`config.mk`:
```
export PLATFORM = sky130hd
export DESIGN_NAME = id_ex_stage
export DESIGN_NICKNAME = d
export VERILOG_FILES = /design/src/rtl/riscv_ctrl_pkg.sv /design/src/rtl/id_ex_stage_hazard_unit.sv /design/src/rtl/id_ex_stage.sv
export SDC_FILE = /design/constraint.sdc
export NUM_CORES = 1
export LEC_CHECK = 0
export ABC_CLOCK_PERIOD_IN_PS = 2200
export BUFFER_PORTS_ARGS = -buffer_cell sky130_fd_sc_hd__buf_2
export CAP_MARGIN = 0
export CORE_MARGIN = 5
export CORE_UTILIZATION = 42
export DETAILED_ROUTE_END_ITERATION = 10
export GPL_TIMING_DRIVEN = 1
export PLACE_DENSITY = 0.77
export SLEW_MARGIN = 20
export SYNTH_ARGS = -nofsm -noshare
export SYNTH_HDL_FRONTEND = slang
export SYNTH_SLANG_ARGS = --single-unit
```
`constraint.sdc`:
```
create_clock -name clk -period 2.2 [get_ports clk]
set_input_delay 0.55 -clock clk [delete_from_list [all_inputs] [get_ports clk]]
set_output_delay 0.55 -clock clk [all_outputs]
set_load 0.01 [all_outputs]
```
`src/rtl/riscv_ctrl_pkg.sv`:
```
// Shared control-bundle types and opcode constants for the RV32I core.
package riscv_ctrl_pkg;

  // Decoder control bundle, MSB..LSB as listed.
  typedef struct packed {
    logic jalr;
    logic jal;
    logic branch;
    logic memread;
    logic memtoreg;
    logic memwrite;
    logic alusrc;
    logic regwrite;
  } ctrl_t;

  localparam int    CTRL_BITS = $bits(ctrl_t);
  localparam ctrl_t CTRL_NOP  = '0;

  localparam logic [6:0] OP_RTYPE  = 7'b0110011;
  localparam logic [6:0] OP_LOAD   = 7'b0000011;
  localparam logic [6:0] OP_JALR   = 7'b1100111;
  localparam logic [6:0] OP_STORE  = 7'b0100011;
  localparam logic [6:0] OP_BRANCH = 7'b1100011;
  localparam logic [6:0] OP_JAL    = 7'b1101111;

  // Source-operand usage derived from the control bundle.
  function automatic logic ctrl_uses_rs1(input ctrl_t c);
    return !c.jal;
  endfunction

  function automatic logic ctrl_uses_rs2(input ctrl_t c);
    return (!c.alusrc && !c.jal) || c.memwrite;
  endfunction

endpackage

```
`src/rtl/id_ex_stage_hazard_unit.sv`:
```
// Load-use hazard detection: the instruction in EX is a load whose rd feeds
// an operand that the ID instruction actually reads.
module hazard_unit
  import riscv_ctrl_pkg::*;
#(
  parameter int REG_AW = 5
) (
  input  logic              ex_valid_i,
  input  logic [7:0]        ex_ctrl_i,
  input  logic [REG_AW-1:0] ex_rd_i,
  input  logic              id_valid_i,
  input  logic [7:0]        id_ctrl_i,
  input  logic [REG_AW-1:0] id_rs1_i,
  input  logic [REG_AW-1:0] id_rs2_i,
  output logic              uses_rs1_o,
  output logic              uses_rs2_o,
  output logic              load_use_o
);

  ctrl_t ex_c, id_c;
  logic  rs1_hit, rs2_hit;

  assign ex_c = ctrl_t'(ex_ctrl_i);
  assign id_c = ctrl_t'(id_ctrl_i);

  // Operand usage and register match against the load's destination.
  always_comb begin
    uses_rs1_o = ctrl_uses_rs1(id_c);
    uses_rs2_o = ctrl_uses_rs2(id_c);
    rs1_hit    = uses_rs1_o && (ex_rd_i == id_rs1_i);
    rs2_hit    = uses_rs2_o && (ex_rd_i == id_rs2_i);
    // x0 never carries a hazard: writes to it are discarded.
    load_use_o = ex_valid_i && ex_c.memread && (ex_rd_i != '0) && id_valid_i &&
                 (rs1_hit || rs2_hit);
  end

endmodule

```
`src/rtl/id_ex_stage.sv`:
```
// ID->EX pipeline register with load-use bubble insertion, EX-redirect flush
// and whole-pipe freeze on cache stall.
// Optional feature: define PERF_CNT_EN to add saturating load-use / flush
// event counters (perf_loaduse_cnt, perf_flush_cnt).
module id_ex_stage
  import riscv_ctrl_pkg::*;
#(
  parameter int XLEN   = 32,
  parameter int REG_AW = 5,
  parameter int CTRL_W = 8
) (
  input  logic              clk,
  input  logic              rst,
  input  logic              id_valid,
  input  logic [XLEN-1:0]   id_pc,
  input  logic [REG_AW-1:0] id_rs1,
  input  logic [REG_AW-1:0] id_rs2,
  input  logic [REG_AW-1:0] id_rd,
  input  logic [CTRL_W-1:0] id_ctrl,
  input  logic [XLEN-1:0]   id_rs1_data,
  input  logic [XLEN-1:0]   id_rs2_data,
  input  logic [XLEN-1:0]   id_imm,
  input  logic              flush_ex,
  input  logic              mem_stall,
  output logic              stall_if_id,
  output logic              ex_valid,
  output logic [XLEN-1:0]   ex_pc,
  output logic [REG_AW-1:0] ex_rs1,
  output logic [REG_AW-1:0] ex_rs2,
  output logic [REG_AW-1:0] ex_rd,
  output logic [CTRL_W-1:0] ex_ctrl,
  output logic [XLEN-1:0]   ex_rs1_data,
  output logic [XLEN-1:0]   ex_rs2_data,
  output logic [XLEN-1:0]   ex_imm
`ifdef PERF_CNT_EN
  ,
  output logic [31:0]       perf_loaduse_cnt,
  output logic [31:0]       perf_flush_cnt
`endif
);

  logic              ex_valid_q, ex_valid_d;
  logic [XLEN-1:0]   ex_pc_q, ex_pc_d;
  logic [REG_AW-1:0] ex_rs1_q, ex_rs1_d;
  logic [REG_AW-1:0] ex_rs2_q, ex_rs2_d;
  logic [REG_AW-1:0] ex_rd_q, ex_rd_d;
  logic [CTRL_W-1:0] ex_ctrl_q, ex_ctrl_d;
  logic [XLEN-1:0]   ex_rs1_data_q, ex_rs1_data_d;
  logic [XLEN-1:0]   ex_rs2_data_q, ex_rs2_data_d;
  logic [XLEN-1:0]   ex_imm_q, ex_imm_d;

  logic uses_rs1, uses_rs2, load_use;
  logic bubble;

  hazard_unit #(.REG_AW(REG_AW)) u_hazard (
    .ex_valid_i (ex_valid_q),
    .ex_ctrl_i  (ex_ctrl_q[7:0]),
    .ex_rd_i    (ex_rd_q),
    .id_valid_i (id_valid),
    .id_ctrl_i  (id_ctrl[7:0]),
    .id_rs1_i   (id_rs1),
    .id_rs2_i   (id_rs2),
    .uses_rs1_o (uses_rs1),
    .uses_rs2_o (uses_rs2),
    .load_use_o (load_use)
  );

  // IF/ID hold: freeze on cache stall; load-use hold unless the ID slot is
  // being flushed anyway. EX regs are undefined in the first reset cycle,
  // so the hazard term is masked during reset.
  assign stall_if_id = mem_stall | (!rst & load_use & !flush_ex);

  // Next EX contents: a copy of ID or an all-zero bubble.
  always_comb begin
    bubble        = flush_ex | load_use | !id_valid;
    ex_valid_d    = 1'b0;
    ex_pc_d       = '0;
    ex_rs1_d      = '0;
    ex_rs2_d      = '0;
    ex_rd_d       = '0;
    ex_ctrl_d     = '0;
    ex_rs1_data_d = '0;
    ex_rs2_data_d = '0;
    ex_imm_d      = '0;
    if (!bubble) begin
      ex_valid_d    = 1'b1;
      ex_pc_d       = id_pc;
      ex_rs1_d      = id_rs1;
      ex_rs2_d      = id_rs2;
      ex_rd_d       = id_rd;
      ex_ctrl_d     = id_ctrl;
      ex_rs1_data_d = id_rs1_data;
      ex_rs2_data_d = id_rs2_data;
      ex_imm_d      = id_imm;
    end
  end

  // EX register bank: reset clears, mem_stall holds, otherwise load.
  always_ff @(posedge clk) begin
    if (rst) begin
      ex_valid_q    <= 1'b0;
      ex_pc_q       <= '0;
      ex_rs1_q      <= '0;
      ex_rs2_q      <= '0;
      ex_rd_q       <= '0;
      ex_ctrl_q     <= '0;
      ex_rs1_data_q <= '0;
      ex_rs2_data_q <= '0;
      ex_imm_q      <= '0;
    end else if (!mem_stall) begin
      ex_valid_q    <= ex_valid_d;
      ex_pc_q       <= ex_pc_d;
      ex_rs1_q      <= ex_rs1_d;
      ex_rs2_q      <= ex_rs2_d;
      ex_rd_q       <= ex_rd_d;
      ex_ctrl_q     <= ex_ctrl_d;
      ex_rs1_data_q <= ex_rs1_data_d;
      ex_rs2_data_q <= ex_rs2_data_d;
      ex_imm_q      <= ex_imm_d;
    end
  end

  assign ex_valid    = ex_valid_q;
  assign ex_pc       = ex_pc_q;
  assign ex_rs1      = ex_rs1_q;
  assign ex_rs2      = ex_rs2_q;
  assign ex_rd       = ex_rd_q;
  assign ex_ctrl     = ex_ctrl_q;
  assign ex_rs1_data = ex_rs1_data_q;
  assign ex_rs2_data = ex_rs2_data_q;
  assign ex_imm      = ex_imm_q;

`ifdef PERF_CNT_EN
  logic [31:0] perf_loaduse_cnt_q, perf_loaduse_cnt_d;
  logic [31:0] perf_flush_cnt_q, perf_flush_cnt_d;
  logic        lu_evt, fl_evt;

  // Events mirror the bubble priority: a frozen edge inserts nothing, and a
  // flush swallows a concurrent load-use.
  always_comb begin
    lu_evt             = !mem_stall & !flush_ex & load_use;
    fl_evt             = !mem_stall & flush_ex;
    perf_loaduse_cnt_d = perf_loaduse_cnt_q;
    perf_flush_cnt_d   = perf_flush_cnt_q;
    if (lu_evt && (perf_loaduse_cnt_q != 32'hFFFF_FFFF))
      perf_loaduse_cnt_d = perf_loaduse_cnt_q + 32'd1;
    if (fl_evt && (perf_flush_cnt_q != 32'hFFFF_FFFF))
      perf_flush_cnt_d = perf_flush_cnt_q + 32'd1;
  end

  // Saturating event counters.
  always_ff @(posedge clk) begin
    if (rst) begin
      perf_loaduse_cnt_q <= '0;
      perf_flush_cnt_q   <= '0;
    end else begin
      perf_loaduse_cnt_q <= perf_loaduse_cnt_d;
      perf_flush_cnt_q   <= perf_flush_cnt_d;
    end
  end

  assign perf_loaduse_cnt = perf_loaduse_cnt_q;
  assign perf_flush_cnt   = perf_flush_cnt_q;
`endif

endmodule

```
== After elaboration in Yosys (flattened, before gate mapping) ==
Index checks and enable logic that the tools add are counted.

* Register bits after elaboration: 152
* Output and inout bits: 153
* Word-level logic and storage cells: 40
* Input port bits: 156

* Eq/ne operators: 2
* Bitwise operators: 5
* Muxes and demuxes: 9
* Reductions and logical operators: 15

{| class="wikitable"
|+ Operators by type and width
! kind !! number
|-
| $mux 32 || 4
|-
| $mux 5 || 3
|-
| $eq 5x5->1 || 2
|-
| $mux 8 || 1
|-
| $logic_and 1x1->1 || 7
|-
| $logic_not 1->1 || 5
|-
| $reduce_bool 5->1 || 1
|-
| $or 1x1->1 || 3
|-
| $and 1x1->1 || 2
|-
| $logic_or 1x1->1 || 2
|-
| $mux 1 || 1
|}

== Longest topological paths before layout ==
* Word-level depth: 9
* Depth in mapped cells: 6

== Hierarchy ==
Synthesis repeated with hierarchy kept, for this count alone.

* Cell total of the unflattened synthesis: 543
* Area total of the unflattened synthesis: 6,053.3 µm²

{| class="wikitable"
|+ Modules (own cells, without submodules)
! module !! area an instance (µm²) !! instances !! cells each
|-
| id_ex_stage || 5,910.7 || 1 || 524
|-
| hazard_unit || 142.6 || 1 || 19
|}

== Worst setup path before layout ==
Ideal clock, no wire load.

* Kind: input port to output port
* Start point: input port id_rs2[3]
* End point: output port stall_if_id
* Path slack: -0.060 ns
* Stages: 6
* Arrival: 1.710 ns
* Path through: xnor2_1 o2111ai_1 o22ai_2 buf_2 clkbuf_1 a21o_1

* Cells in the longest elaborated chain, start to end: 7

{| class="wikitable"
|+ RTL lines
! element !! RTL line !! RTL
|-
| from (decl) || id_ex_stage.sv:17 || <nowiki>input logic [REG_AW-1:0] id_rs2,</nowiki>
|-
| $eq 5x5->1 || id_ex_stage_hazard_unit.sv:31 || <nowiki>rs2_hit = uses_rs2_o && (ex_rd_i == id_rs2_i);</nowiki>
|-
| $logic_and 1x1->1 || id_ex_stage_hazard_unit.sv:31 ||
|-
| $logic_or 1x1->1 || id_ex_stage_hazard_unit.sv:34 || <nowiki>(rs1_hit || rs2_hit);</nowiki>
|-
| $logic_and 1x1->1 || id_ex_stage_hazard_unit.sv:33 || <nowiki>load_use_o = ex_valid_i && ex_c.memread && (ex_rd_i != '0) && id_valid_i &&</nowiki>
|-
| $and 1x1->1 (2 in a row) || id_ex_stage.sv:71 || <nowiki>assign stall_if_id = mem_stall | (!rst & load_use & !flush_ex);</nowiki>
|-
| $or 1x1->1 || id_ex_stage.sv:71 ||
|-
| to (decl) || id_ex_stage.sv:25 || <nowiki>output logic stall_if_id,</nowiki>
|}

No other way between the ends.

== Final worst setup path ==
* Start point: register ex_rd_q[2], in the netlist ex_rd[2]
* End point: output port stall_if_id

* Cells in the longest elaborated chain, start to end: 7
* Elaborated cells between the ends (all ways): 12
* Those cells by class: eq/ne (2); bitwise (3); reduce/logical (7)

{| class="wikitable"
|+ RTL lines
! element !! RTL line !! RTL
|-
| from (decl) || id_ex_stage.sv:46 || <nowiki>logic [REG_AW-1:0] ex_rd_q, ex_rd_d;</nowiki>
|-
| from (signal assigned) || id_ex_stage.sv:115 || <nowiki>ex_rd_q <= ex_rd_d;</nowiki>
|-
| $eq 5x5->1 (tied with other cells) || id_ex_stage_hazard_unit.sv:30 || <nowiki>rs1_hit = uses_rs1_o && (ex_rd_i == id_rs1_i);</nowiki>
|-
| $logic_and 1x1->1 (on tied branches) || id_ex_stage_hazard_unit.sv:30, id_ex_stage_hazard_unit.sv:31, id_ex_stage_hazard_unit.sv:33 ||
|-
| $logic_or 1x1->1 or $logic_and 1x1->1 (tied branches) || id_ex_stage_hazard_unit.sv:34, id_ex_stage_hazard_unit.sv:33 ||
|-
| $logic_and 1x1->1 * || id_ex_stage_hazard_unit.sv:33 ||
|-
| $and 1x1->1 * (2 in a row) || id_ex_stage.sv:71 ||
|-
| $or 1x1->1 * || id_ex_stage.sv:71 ||
|}

Mark *: on every way between the ends. The rest lies on a longest branch, timed or not.

==> impl_metrics.tcl <==
set metrics [dict create \
    cts_buffer_depth 2 \
    fin_skew_ps 7.07 \
    clkPwrFrac 0.439 \
    finalSetupViolCount 1 \
    wl_per_cell_um 17.5 \
    fp.dieW_um 132 \
    final_core_util 0.587 \
    maxCapViolCount 0 \
    cp_top_family "simple AND/OR/NAND/NOR gates" \
    grt_pass1_vias 5824 \
    hpwl_um 13800 \
    status "finished, violations left" \
    cts-root-buf "clkbuf_16" \
    htree_levels 4 \
    slowest_delay_ps 560 \
    place_congestion 0.775 \
    cts_tree "done" \
    io_buffers 308 \
    ys_ff_latch 152 \
    p_per_area_mw_per_mm2 766 \
    io_pins 309 \
    grt_setup_unrepaired "true" \
    holdPathStages 3 \
    area.growth.synth_to_final_pct 36.7 \
    postRouteAntennaNets 0 \
    grt_max_degree 153 \
    holdBufCountCts 0 \
    netSwitchingPower_uw 1620 \
    r2r-end "ex_rs2_data[4]$_SDFFE_PP0N_" \
    drv_slew 0 \
    placed_cells 1140 \
    dp_worst_setup_slack_ps 13.3 \
    cp_cell_sequence "or4_4 > o21ai_4 > nor3_2 > a21o_1 > buf_6" \
    max_freq_ghz 0.429 \
    fp.dieH_um 132 \
    violations "setup timing" \
    drive_gt1_frac 0.368 \
    postSynthCellCount 713 \
    crit_arrival_ps 1780 \
    avgSynthCellArea_sq_um 8.78 \
    clk_pin_slew_worst_paths_ps 60 \
    coreArea_sq_mm 0.0146 \
    crit_type "flip-flop to output port" \
    holdPathEnd "ex_rd[0]$_SDFFE_PP0N_" \
    viasPerCell 5.63 \
    endpoint_kind "output port" \
    nets 1131 \
    cp.depth 5 \
    drc 0 \
    relSlewSlack 0.591 \
    clk_latency_ps 410 \
    finalCriticalPeriod_ps 2330 \
    p_leak_uw 0.00359 \
    start_util 0.429 \
    sw_frac_of_total 0.247 \
    ys_seq_area_frac 0.486 \
    grt_busiest_layer "met2" \
    path_buf_inv 1 \
    finish.instance_area_sq_mm 0.00856 \
    intPower_uw 4940 \
    gr-usage-met2 0.331 \
    dieArea_sq_mm 0.0174 \
    wl_um 20500 \
    cp_max_fo 2 \
    p_seq_frac 0.451 \
    antenna_found_initial 1 \
    vdd_ir_drop_max_mv 0.626 \
    vias 6604 \
    grt_util_all_layers 0.218 \
    worst_slew_pin_slew_ps 613 \
    cts-buffers-inserted 17 \
    cts.sinks 152 \
    syn_area_sq_mm 0.00626 \
    yosys_warnings 0 \
    grt_first_pass_wirelength_um 31800 \
    r2r-start "ex_rd[2]$_SDFFE_PP0N_" \
    rows 44 \
    use_met1 0.290 \
    worst_slack_ps -132 \
    post_cts_buffers 0 \
    final.period_utilization 1.06 \
    min_path_type "input port to flip-flop" \
    place_area_sq_mm 0.00795 \
    dr.pass1.iters 6 \
    drt_iter0_drc 467 \
    stdcell_count 1173 \
    power.total_uw 6560 \
    cp_slowest_cell "or4_4" \
    rr_worst_depth 6 \
    worstPathRequired_ps 1650 \
    combPwrFrac 0.109 \
    reg2reg_slack_ps 220 \
    use_met3 0.0798 \
    cp-start-kind "flip-flop" \
    hold_path_startpoint "id_rd[0]" \
    synth.distinct_cells 25 \
    hold_violations 0 \
    grt_overflow 0 \
    syn_nets 869 \
]
## layout by cell type, fill, tap and decap left out
cell / netlist / layout
clkbuf_1: 68 / 3
buf_6: 7 / 1
a22oi_1: 1 / 1
o21ai_4: 0 / 1
bufinv_16: 0 / 2
a32oi_1: 151 / 151
nand4_1: 1 / 1
o221ai_1: 1 / 1
clkinv_4: 0 / 1
dfxtp_1: 152 / 149
a21o_1: 1 / 1
nand2b_1: 1 / 1
buf_2: 3 / 307
and3_1: 1 / 1
o22ai_4: 0 / 1
buf_4: 1 / 7
xnor2_1: 10 / 10
o21ai_1: 18 / 18
o2111ai_2: 0 / 1
nand2_1: 153 / 153
nor2_1: 1 / 1
diode_2: 0 / 1
clkbuf_16: 0 / 17
or4_4: 0 / 1
dfxtp_2: 0 / 3
o21ai_0: 133 / 133
nor4b_4: 0 / 1
nor2b_4: 0 / 1
clkinvlp_4: 0 / 3
inv_6: 0 / 2
clkinv_2: 0 / 2
buf_12: 0 / 10
clkbuf_8: 0 / 2
nor3_2: 0 / 1
## through the flow
stage	TNS (ps)	hold WS, ps
finish	-132	376
CTS	-170	353
global placement	0	441
floorplan	0	504
global route	-199	369
detailed placement	0	447
## per-layer routing
metal / up-vias / wire [um]
li1: 3240 / -
met1: 3020 / 8350
met2: 319 / 9620
met3: 25 / 2220
met4: 0 / 313
met5: - / 0
## state kept, by name (all words and copies together) (netlist names)
| register | flops |
|---|---|
| ex_rd | 5 |
| ex_pc | 32 |
| ex_rs1 | 5 |
| ex_valid | 1 |
| ex_imm | 32 |
| ex_ctrl | 8 |
| ex_rs2 | 5 |
| ex_rs2_data | 32 |
| ex_rs1_data | 32 |
## layout make-up
class                      count  area (sq um)
clock buffer                  22           464
multi-input combinational    479          2900
clock inverter                10           119
sequential                   152          3050
antenna                        1          2.50
fill                        1309          6030
tap                          184           230
timing repair buffer         325          1800
## power groups by stage
stage | Combinational [uW] | Clock [uW] | Sequential (uW)
4_1_cts | 720 | 2950 | 2960
3_3_place_gp | 704 | 0 | 3010
5_1_grt | 787 | 3080 | 2970
3_5_place_dp | 717 | 0 | 3010
2_1_floorplan | 238 | 0 | 3080
6_report | 717 | 2880 | 2960
## worst register-to-register path: stages, from the launching register on
cell and delay (ps):
dfxtp_1 310, or4_4 560, o21ai_4 180, buf_4 160, buf_12 320, a32oi_1 240, o21ai_0 120
## cell families after synthesis
logic type / count (synthesis) / synth area share
compound gates: 308 / 0.341
xor+xnor: 10 / 0.0140
buf+inv: 82 / 0.0588
flops: 152 / 0.486
simple gates: 161 / 0.101
## cells in the mapped netlist (all sizes together)
cell     count  area [sq um]
and3         1          6.26
clkbuf      68           255
nand2b       1          6.26
o22ai        1          12.5
nand2      153           574
nor2b        1          6.26
nor2         1          3.75
o2111ai      1          8.76
buf         14           113
or4          1          7.51
a22oi        1          7.51
a32oi      151          1320
xnor2       10          87.6
nor4b        1          15.0
nand4        1          6.26
a21o         1          7.51
o221ai       1          8.76
o21ai      152           764
dfxtp      152          3040
nor3         1          5.00
## repair_timing
item,4_1_cts,5_1_grt
setup endpoints to repair,1,1
gates resized for setup,4,3
pin swaps,1,3
## worst max path at each step
stage / from / to / slack (ps)
detailed placement: id_rs2[3] / ex_rs1_data[25]$_SDFFE_PP0N_ / 10
finish: ex_rd[2]$_SDFFE_PP0N_ / stall_if_id / -130
CTS: ex_rd[1]$_SDFFE_PP0N_ / stall_if_id / -170
global route: ex_rd[1]$_SDFFE_PP0N_ / stall_if_id / -200
floorplan: id_rs2[3] / stall_if_id / 20
global placement: id_rs2[3] / stall_if_id / 50
(Power assumes the default switching activity.)
